<file path="config.mk">
export PLATFORM = sky130hd
export DESIGN_NAME = cpu_mem_responder
export DESIGN_NICKNAME = d
export VERILOG_FILES = /design/src/rtl/rv32i_types.sv /design/src/rtl/cpu_mem_responder.sv
export SDC_FILE = /design/constraint.sdc
export NUM_CORES = 1
export LEC_CHECK = 0
export CAP_MARGIN = 25
export CORE_AREA = 8 8 144 146
export CTS_BUF_LIST = sky130_fd_sc_hd__clkbuf_4 sky130_fd_sc_hd__clkbuf_8 sky130_fd_sc_hd__clkbuf_16
export DETAILED_ROUTE_END_ITERATION = 8
export DIE_AREA = 0 0 152 154
export GPL_TIMING_DRIVEN = 0
export HOLD_SLACK_MARGIN = 0.05
export PLACE_DENSITY_LB_ADDON = 0.25
export SYNTH_ARGS = -nofsm -noshare
export SYNTH_HDL_FRONTEND = slang
export SYNTH_SLANG_ARGS = --single-unit
</file>
<file path="constraint.sdc">
create_clock -name clk -period 2.12 [get_ports clk]
set_input_delay 0.424 -clock clk [delete_from_list [all_inputs] [get_ports clk]]
set_output_delay 0.424 -clock clk [all_outputs]
set_load 0.1 [all_outputs]
</file>
<file path="src/rtl/rv32i_types.sv">
// Shared types for the CPU memory responder: widths, FSM states and the arbiter grant.
package rv32i_types;

    localparam int unsigned width       = 32;
    localparam int unsigned fetch_width = 2 * width;
    localparam int unsigned be_width    = width / 8;

    typedef enum logic [2:0] {
        IDLE   = 3'd0,
        I_LO   = 3'd1,
        I_HI   = 3'd2,
        L_RD   = 3'd3,
        L_WR   = 3'd4,
        I_RESP = 3'd5,
        L_RESP = 3'd6
    } resp_state_t;

    typedef enum logic {
        GRANT_I = 1'b0,
        GRANT_L = 1'b1
    } grant_t;

    // Word-align a byte address by clearing the two low bits.
    function automatic logic [width-1:0] align_word(input logic [width-1:0] addr);
        return {addr[width-1:2], 2'b00};
    endfunction

endpackage

</file>
<file path="src/rtl/cpu_mem_responder.sv">
// Arbitrates the 64-bit fetch port and the 32-bit LSQ port onto one 32-bit memory port.
module cpu_mem_responder
    import rv32i_types::*;
(
    input  logic                   clk,
    input  logic                   rst,

    input  logic                   i_mem_read,
    input  logic                   i_mem_write,
    input  logic [be_width-1:0]    i_mem_byte_enable,
    input  logic [width-1:0]       i_mem_address,
    input  logic [width-1:0]       i_mem_wdata,
    output logic                   i_mem_resp,
    output logic [fetch_width-1:0] i_mem_rdata,

    input  logic                   lsq_mem_read,
    input  logic                   lsq_mem_write,
    input  logic [be_width-1:0]    lsq_mem_byte_enable,
    input  logic [width-1:0]       lsq_mem_address,
    input  logic [width-1:0]       lsq_mem_wdata,
    output logic                   lsq_mem_resp,
    output logic [width-1:0]       lsq_mem_rdata,

    output logic                   mem_read,
    output logic                   mem_write,
    output logic [width-1:0]       mem_address,
    output logic [width-1:0]       mem_wdata,
    output logic [be_width-1:0]    mem_byte_enable,
    input  logic                   mem_resp,
    input  logic [width-1:0]       mem_rdata
);

    resp_state_t            state_q, state_d;
    grant_t                 last_grant_q, last_grant_d;
    logic                   stale_q, stale_d;
    logic [width-1:0]       addr_q, addr_d;
    logic [width-1:0]       wdata_q, wdata_d;
    logic [be_width-1:0]    be_q, be_d;
    logic [fetch_width-1:0] i_rdata_q, i_rdata_d;
    logic [width-1:0]       l_rdata_q, l_rdata_d;

    logic lsq_req;
    logic take_fetch;
    logic fetch_moved;
    logic stale_now;

    // Fetch-port write signals and the low fetch address bits carry no meaning here.
    logic unused_ok;
    assign unused_ok = ^{i_mem_write, i_mem_byte_enable, i_mem_wdata, i_mem_address[1:0]};

    // Request decode and redirect detection shared by the next-state logic.
    always_comb begin
        lsq_req     = lsq_mem_read | lsq_mem_write;
        take_fetch  = i_mem_read & (~lsq_req | (last_grant_q == GRANT_L));
        fetch_moved = ~i_mem_read | (i_mem_address[width-1:2] != addr_q[width-1:2]);
        stale_now   = stale_q | fetch_moved;
    end

    // Next-state, grant and capture logic.
    always_comb begin
        state_d      = state_q;
        last_grant_d = last_grant_q;
        stale_d      = stale_q;
        addr_d       = addr_q;
        wdata_d      = wdata_q;
        be_d         = be_q;
        i_rdata_d    = i_rdata_q;
        l_rdata_d    = l_rdata_q;

        case (state_q)
            IDLE: begin
                stale_d = 1'b0;
                if (take_fetch) begin
                    state_d      = I_LO;
                    last_grant_d = GRANT_I;
                    addr_d       = align_word(i_mem_address);
                    wdata_d      = '0;
                    be_d         = '0;
                end else if (lsq_req) begin
                    // A simultaneous read and write is served as a store.
                    state_d      = lsq_mem_write ? L_WR : L_RD;
                    last_grant_d = GRANT_L;
                    addr_d       = lsq_mem_address;
                    wdata_d      = lsq_mem_wdata;
                    be_d         = lsq_mem_byte_enable;
                end
            end
            I_LO: begin
                stale_d = stale_now;
                if (mem_resp) begin
                    i_rdata_d[width-1:0] = mem_rdata;
                    state_d              = stale_now ? IDLE : I_HI;
                end
            end
            I_HI: begin
                stale_d = stale_now;
                if (mem_resp) begin
                    i_rdata_d[fetch_width-1:width] = mem_rdata;
                    state_d                        = stale_now ? IDLE : I_RESP;
                end
            end
            L_RD: begin
                if (mem_resp) begin
                    l_rdata_d = mem_rdata;
                    state_d   = L_RESP;
                end
            end
            L_WR: begin
                if (mem_resp) begin
                    state_d = L_RESP;
                end
            end
            I_RESP:  state_d = IDLE;
            L_RESP:  state_d = IDLE;
            default: state_d = IDLE;
        endcase
    end

    // State and datapath registers.
    always_ff @(posedge clk or negedge rst) begin
        if (!rst) begin
            state_q      <= IDLE;
            last_grant_q <= GRANT_L;
            stale_q      <= 1'b0;
            addr_q       <= '0;
            wdata_q      <= '0;
            be_q         <= '0;
            i_rdata_q    <= '0;
            l_rdata_q    <= '0;
        end else begin
            state_q      <= state_d;
            last_grant_q <= last_grant_d;
            stale_q      <= stale_d;
            addr_q       <= addr_d;
            wdata_q      <= wdata_d;
            be_q         <= be_d;
            i_rdata_q    <= i_rdata_d;
            l_rdata_q    <= l_rdata_d;
        end
    end

    // Outputs come from registers or state decode only; nothing passes through from the requesters.
    always_comb begin
        mem_read        = (state_q == I_LO) | (state_q == I_HI) | (state_q == L_RD);
        mem_write       = (state_q == L_WR);
        mem_address     = (state_q == I_HI) ? addr_q + width'(4) : addr_q;
        mem_wdata       = wdata_q;
        mem_byte_enable = be_q;
        i_mem_resp      = (state_q == I_RESP);
        i_mem_rdata     = i_rdata_q;
        lsq_mem_resp    = (state_q == L_RESP);
        lsq_mem_rdata   = l_rdata_q;
    end

endmodule

</file>
Word level (Yosys, flattened, before mapping)

Index checks and enable logic that the tools add are counted.

Output and inout bits: 168
Register bits: 169
Word-level logic and storage cells: 59
Bits of input ports: 175

Equality and inequality tests: 11
Mux-type cells: 19
Reductions and logical operators: 10
Bitwise operators: 9
$add $sub $neg: 1

Operators by type and width:

| cell                                                                   | count |
|---|---|
| 32-bit two-way mux                                                     | 5 |
| 32-bit by 3-bit adder with 32-bit output (second input constant)       | 1 |
| 30-bit != test                                                         | 1 |
| 3-bit two-way mux                                                      | 7 |
| 3-bit one-hot mux with 4 select lines                                  | 1 |
| 3-bit equality test (second input constant)                            | 3 |
| 4-bit two-way mux                                                      | 2 |
| 2-bit AND reduction                                                    | 4 |
| 3-bit by 2-bit equality test with 1-bit output (second input constant) | 2 |
| 1-bit OR                                                               | 6 |
| 2-bit != test (second input constant)                                  | 2 |
| 4-bit AND reduction                                                    | 1 |
| 2-bit nonzero test                                                     | 2 |
| 2-bit OR reduction                                                     | 2 |
| 3-bit by 1-bit equality test with 1-bit output (second input constant) | 1 |
| 3-bit logical NOT                                                      | 1 |
| 3-bit != test (second input constant)                                  | 1 |
| 1-bit two-way mux                                                      | 2 |
| 2-bit two-way mux                                                      | 1 |
| 2-bit by 1-bit != test with 1-bit output (second input constant)       | 1 |
| 1-bit NOT                                                              | 2 |
| 1-bit one-hot mux with 2 select lines                                  | 1 |
| 1-bit AND                                                              | 1 |

Longest topological paths before layout

Gate-level depths: netlist of run 1.

Depth in word-level cells: 6
Mapped depth: 7
Mapped depth without buffers: 6

Worst setup path before layout of run 1

No wires, ideal clock.

Path kind: flip-flop to output port
Start point: reg state_q[1]
End point: out mem_write
Data required time: 1.696 ns
Path buffers: 2
Data arrival time: 2.901 ns
Slack: -1.205 ns
Cell stages (with the launch flop): 4
Cells stage by stage: dfrtp_1 -> buf_4 -> clkbuf_1 -> nor3b_1

Cells in the longest elaborated chain, start to end: 1

Ends and longest elaborated chain:

| what                   | RTL line                 | text |
|---|---|---|
| from (decl)            | cpu_mem_responder.sv:33  | `resp_state_t state_q, state_d;` |
| from (signal assigned) | cpu_mem_responder.sv:131 | `state_q <= state_d;` |
| 3-bit equality test    | cpu_mem_responder.sv:145 | `mem_write = (state_q == L_WR);` |
| to (decl)              | cpu_mem_responder.sv:25  | `output logic mem_write,` |

Every way passes these cells.

Worst setup path after layout of run 1

Start point: reg addr_q[16]
End point: out mem_address[27]

Cells in the longest elaborated chain, start to end: 2

Ends and longest elaborated chain:

| what                                     | RTL line                 | text |
|---|---|---|
| from (decl)                              | cpu_mem_responder.sv:36  | `logic [width-1:0] addr_q, addr_d;` |
| from (signal assigned)                   | cpu_mem_responder.sv:134 | `addr_q <= addr_d;` |
| 32-bit by 3-bit adder with 32-bit output | cpu_mem_responder.sv:146 | `mem_address = (state_q == I_HI) ? addr_q + width'(4) : addr_q;` |
| 32-bit two-way mux                       | cpu_mem_responder.sv:146 |  |
| to (decl)                                | cpu_mem_responder.sv:26  | `output logic [width-1:0] mem_address,` |

Every way passes these cells.

==> results of run 1 <==
-- worst paths after layout --
| kind | end | slack (ns) | from | depth (start not counted) |
|---|---|---|---|---|
| max | mem_address[27] | -0.65 | addr_q[16]$_DFFE_PN0P_ | 8 |
| min | i_mem_rdata[7]$_DFFE_PN0P_ | 0.48 | i_mem_rdata[7]$_DFFE_PN0P_ | 1 |
| max reg2reg | i_mem_rdata[22]$_DFFE_PN0P_ | 0.06 | state_q[1]$_DFFE_PN0P_ | 6 |
| min reg2reg | i_mem_rdata[7]$_DFFE_PN0P_ | 0.48 | i_mem_rdata[7]$_DFFE_PN0P_ | 1 |
| max in group asynchronous | addr_q[23]$_DFFE_PN0P_ | 0.69 | rst | 3 |
| min in group asynchronous | addr_q[14]$_DFFE_PN0P_ | 0.55 | rst | 2 |
-- metrics by stage --
stage                     instance area, um2  setup TNS, ns  setup slack [ns]  utilization (%)
after CTS                              12700         -12.61            -0.619             68.7
after detailed placement               11600         -70.49             -1.48             62.7
after floorplan                         8220          -6.65            -0.518                -
final                                  13000         -13.25            -0.646             70.4
after global placement                 11500       -1179.79             -7.24             62.6
after global routing                   13000         -15.80            -0.724             70.3
-- placed cells by master, fill, tap and decap left out, types with 8 or more instances in the layout --
cell,instances
nand4_1,10
xor2_1,20
dfrtp_2,17
xnor2_1,10
mux2_1,39
mux2i_1,30
o21ai_0,31
nand2_1,32
clkbuf_2,13
xnor2_4,21
dlygate4sd2_1,63
dfrtp_1,151
clkbuf_1,8
clkdlybuf4s15_1,56
mux2_2,58
xor2_4,8
a22o_1,39
buf_2,14
buf_6,19
clkdlybuf4s50_1,134
buf_4,45
clkbuf_16,17
buf_12,33
-- state kept, by name, summed over array words and instances (netlist names) --
name	flops
last_grant_q	1
addr_q	32
stale_q	1
lsq_mem_rdata	32
i_mem_rdata	64
mem_byte_enable	4
mem_wdata	32
state_q	3
-- kinds of logic (layout without fill, tap and decap cells) --
kind of cell,Yosys count,count (layout),share of synthesized area [%]
XOR/XNOR,59,59,6.81
other,0,2,0
AO/OA/AOI/OAI,85,85,8.00
buffers and inverters,39,423,2.67
multiplexers,127,127,18.4
adder cells (fa/ha/maj),1,1,0.165
AND/OR/NAND/NOR,104,104,8.22
flip-flops,169,169,55.8
-- repair_timing --
item,4_1_cts,5_1_grt
setup endpoints to repair,178,131
cloned,1,0
pin swaps,24,19
gates resized for setup,489,106
setup buffers,25,25
hold endpoints to repair,80,0
hold buffers,1,0
-- critical path, delay by kind of cell (launching register included) --
family / cells / cell delay (ns)
and+or+nand+nor: 4 / 0.89
buffers and inverters: 3 / 0.49
DFF: 1 / 0.35
xor gates and xnor gates: 1 / 0.18
-- routing by layer --
layer  wire (um)  GRT usage (%)
met5          23              0
met2       12100           33.9
met4         578           6.57
met1        9900           23.6
met3        2210           8.69
-- area by class of cell --
| cell class | instances | area [um2] |
|---|---|---|
| fill | 1304 | 5470 |
| tap | 234 | 293 |
| sequential | 169 | 4250 |
| timing repair buffer | 353 | 3660 |
| clock buffer | 18 | 439 |
| buffer | 37 | 243 |
| multi-input combinational | 376 | 3940 |
| inverter | 1 | 3.75 |
| clock inverter | 14 | 143 |
| antenna | 2 | 5.00 |
==> results.md, run 1 <==
* Kind of critical path: register to output pin
* DRT iter0 DRCs at 218
* First-pass GRT wire length at approximately 38000 um
* Rows at 50
* Chip height at 154 um
* Synth area leaders: dfrtp_1, mux2_2, mux2_1
* DR vias at 6096
* CP cell instances: buf_6, and4_4, nand4_4, nor3_4, buf_12, and3_4, xor2_4, buf_12
* IO Port Bufs at 303
* Worst Tran Pin Value at between 1 and 1.5 ns
* Async SR Flop Fraction at 100%
* TritonCTS clock tree: yes
* Synth Cell Area at between 7000 and 8000 um2
* Placed cell count at 1122
* Die X at 152 um
* CTS clock-pin slew for the worst setup and hold paths at approximately 0.070 ns
* Drt wl/cell at a little over 20 um
* Antenna-violating nets left at 0
* Type of origin of the critical path: register
* Antenna violations before repair at 2
* Worst-Skew Late Latency at 0.43 ns
* Die area at 23400 um2
* Post-synthesis sequential area ratio at between 50% and 60%
* Data arrival time of the worst path at ~2.3 ns
* Avg Cell Area, Syn at 13.0 um2
* Initial core utilization at 41.1%
* Vias in the first global route at 6462
* Period utilisation layout at 130%
* Root buf cell: clkbuf_16
* Post-synthesis register bit count at 169
* Final Max Tran Viols at 0
* Max transition margin at between 30% and 40%
* Critical path's most frequent cell: buf_12
* Area leader, netlist: dfrtp_1
* Final Skew at 0.0122 ns
* Area of the core at 18500 um2
* Gr usage total at about a fifth
* Final setup violation count at 30
* Hpwl dp at approximately 18000 um
* Max Freq at ~360 MHz
* Failing checks: setup timing
* Share of Yosys cell area claimed by the top area cell type at 55.4%
* Crit end category: output pin
* Crit-path slowest cell: dfrtp_1
* Most used flip-flop cell after synthesis: dfrtp_1
* Status: finished, violations left
* Count of unique library cells instantiated by Yosys at 47
* Layout cells sized above 1 at between 30% and 40%
* Final cell count without fillers at between 1000 and 1500
* Synth top cells by count: dfrtp_1, mux2_2, nand2_1, a22o_1, mux2_1
* Worst setup margin at -0.646 ns
* Vias per cell at 5.06
* DRT Pass-1 Iters at 4
* Crit path largest cell delay at around 0.35 ns
* Final nets at 1131
* Clock buffer count from CTS at 17
* Hold slack final at 0.481 ns
* Area Overhead vs Synth at 71.2%
* Cell count after synthesis at between 500 and 600
* Top Ports at 343
* H-tree Lvls at 4
* EDFF count, synth at 0
* Total congestion overflow at 0
* Maximum clock path buffer count at 2
* Total wire length at 24800 um
* Number of max-cap violations at 0
* Most instantiated library cell after synthesis: dfrtp_1
* Clock sink total at 169
* RSZ-0062 raised after global routing: true
* Pin count of the biggest net entering global routing at 90
* Gpl congestion at 0.789
* WP data required at 1.70 ns
* DRC Markers at 0
* Synth Warn # at 0
* Final Hold Viols at 0
* Post-Syn Nets at 760
* Crit path max fanout at 7
* Hold Crit Class: register to register
* Period minus WS final at 2.77 ns
Power of run 1 is left out: the tool's default activity adds up to more than one toggle a clock period on the data nets, which glitch-free logic cannot reach.
==> inputs of run 2 (changes only) <==
--- a/config.mk
+++ b/config.mk
@@ -5,12 +5,12 @@
 export SDC_FILE = /design/constraint.sdc
 export NUM_CORES = 1
 export LEC_CHECK = 0
+export ABC_CLOCK_PERIOD_IN_PS = 2120
 export CAP_MARGIN = 25
 export CORE_AREA = 8 8 144 146
 export CTS_BUF_LIST = sky130_fd_sc_hd__clkbuf_4 sky130_fd_sc_hd__clkbuf_8 sky130_fd_sc_hd__clkbuf_16
 export DETAILED_ROUTE_END_ITERATION = 8
 export DIE_AREA = 0 0 152 154
-export GPL_TIMING_DRIVEN = 0
 export HOLD_SLACK_MARGIN = 0.05
 export PLACE_DENSITY_LB_ADDON = 0.25
 export SYNTH_ARGS = -nofsm -noshare
==> results.md, run 2 (synthesized netlist as in run 1, its figures left out) <==
* DRT iter0 DRCs at 185
* TritonCTS clock tree: yes
* Final nets at around 1100
* Max FFs per register at 64
* Crit end category: output pin
* Fillers at 1268
* Gr usage total at a little over a fifth
* Multi-input logic area at a little under 4000 um2
* DRC Markers at 0
* Worst setup margin at -0.536 ns
* Placed Area at 12000 um2
* Initial core utilization at 41.1%
* Kind of critical path: register to output pin
* First-pass GRT wire length at between 30000 and 40000 um
* Crit path max fanout at 5
* DRT Pass-1 Iters at 5
* Gpl congestion at 0.797
* Rows at 50
* Clock buffer count from CTS at 17
* Commonest non-fill, non-tap cell in the layout: buf_4
* Ant. Diodes at 0
* Root buf cell: clkbuf_16
* Family with the most delay on the worst path: simple AND/OR/NAND/NOR gates
* Period minus WS final at 2.66 ns
* Chip height at 154 um
* Die X at 152 um
* Hpwl dp at 18600 um
* Final Skew at 0.0101 ns
* Area Overhead vs Synth at 70.5%
* Pin count of the biggest net entering global routing at 61
* Failing checks: setup timing
* Vias in the first global route at 6869
* Max transition margin at 63.1%
* Type of origin of the critical path: register
* Register area at approximately 4200 um2
* Antenna violations before repair at 1
* Vias per cell at roughly 5.1
* H-tree Lvls at 4
* DR vias at 6091
* Drt wl/cell at 20.5 um
* Max Freq at between 300 and 400 MHz
* Crit-path slowest cell: dfrtp_2
* Most frequent cells in the layout: buf_4, dfrtp_1, clkdlybuf4s50_1
* Data arrival time of the worst path at 2.23 ns
* Hold Crit Class: register to register
* Total congestion overflow at 0
* Final Max Tran Viols at 0
* Maximum clock path buffer count at 2
* Top Ports at between 300 and 400
* Total wire length at 24600 um
* CP cell instances: and4_4, nand4_4, nor3_4, and3_4, xor2_4, buf_12
* WP data required at 1.70 ns
* Clock sink total at approximately 170
* Final Hold Viols at 0
* Design Area, Final at approximately 13000 um2
* RSZ-0062 raised after global routing: true
* Worst Tran Pin Value at between 0.5 and 0.6 ns
* Number of max-cap violations at 0
* Layout cells sized above 1 at 43.8%
* Worst-Skew Late Latency at 0.43 ns
* Antenna-violating nets left at 0
* Area of the core at 18500 um2
* Status: finished, violations left
* IO Port Bufs at 303
* Period utilisation layout at 125%
* Crit path largest cell delay at 0.37 ns
* Worst path bufs/invs at 1
* Final setup violation count at 33
* Die area at 23400 um2
* CTS clock-pin slew for the worst setup and hold paths at 0.07 ns
==> run 2: worst paths after layout <==
check | depth (start not counted) | from | end | slack (ns)
max | 6 | addr_q[13]$_DFFE_PN0P_ | mem_address[29] | -0.54
min | 1 | i_mem_rdata[14]$_DFFE_PN0P_ | i_mem_rdata[14]$_DFFE_PN0P_ | 0.49
max reg2reg | 8 | addr_q[12]$_DFFE_PN0P_ | state_q[1]$_DFFE_PN0P_ | -0.05
min reg2reg | 1 | i_mem_rdata[14]$_DFFE_PN0P_ | i_mem_rdata[14]$_DFFE_PN0P_ | 0.49
max in group asynchronous | 3 | rst | mem_wdata[17]$_DFFE_PN0P_ | 0.94
min in group asynchronous | 2 | rst | addr_q[18]$_DFFE_PN0P_ | 0.54
==> run 2: final cells by class <==
type                            instances  share of cell area [%]
Tap cell                              234                    2.26
Multi-Input combinational cell        376                    30.5
Clock inverter                         13                    1.24
Inverter                                1                  0.0290
Sequential cell                       169                    32.7
Clock buffer                           18                    3.40
Timing Repair Buffer                  388                    29.8
==> run 2: per-layer routing <==
metal / up-vias / global-route usage, % / share of wire (%)
met2: 224 / 36.8 / 51
li1: 2825 / - / -
met3: 41 / 8.44 / 8.0
met4: 2 / 5.85 / 2.1
met1: 2999 / 23.0 / 39
met5: - / 0 / 0.045
==> run 2: repair_timing <==
| item | in CTS | in global routing |
|---|---|---|
| endpoints found under the hold margin | 44 | 0 |
| buffers inserted | 13 | 9 |
| setup endpoints to repair | 34 | 31 |
| resized for setup | 32 | 12 |
| pin swaps | 38 | 19 |
| hold buffers | 1 | 0 |
==> run 2: stage by stage <==
| stage | setup WS [ns] | hold WS (ns) | TNS (ns) | instances | utilization, % |
|---|---|---|---|---|---|
| 6_report | -0.536 | 0.486 | -11.14 | 1199 | 70.1 |
| 5_1_grt | -0.615 | 0.507 | -14.61 | 1199 | 70.1 |
| 4_1_cts | -0.555 | 0.490 | -11.28 | 1192 | 69.5 |
| 3_5_place_dp | -0.409 | 0.431 | -3.35 | 1147 | 64.8 |
| 3_3_place_gp | -0.391 | 0.414 | -2.93 | 1147 | 64.8 |
| 2_1_floorplan | -0.518 | 0.128 | -6.65 | 584 | - |
Power of run 2 is left out for the same reason.
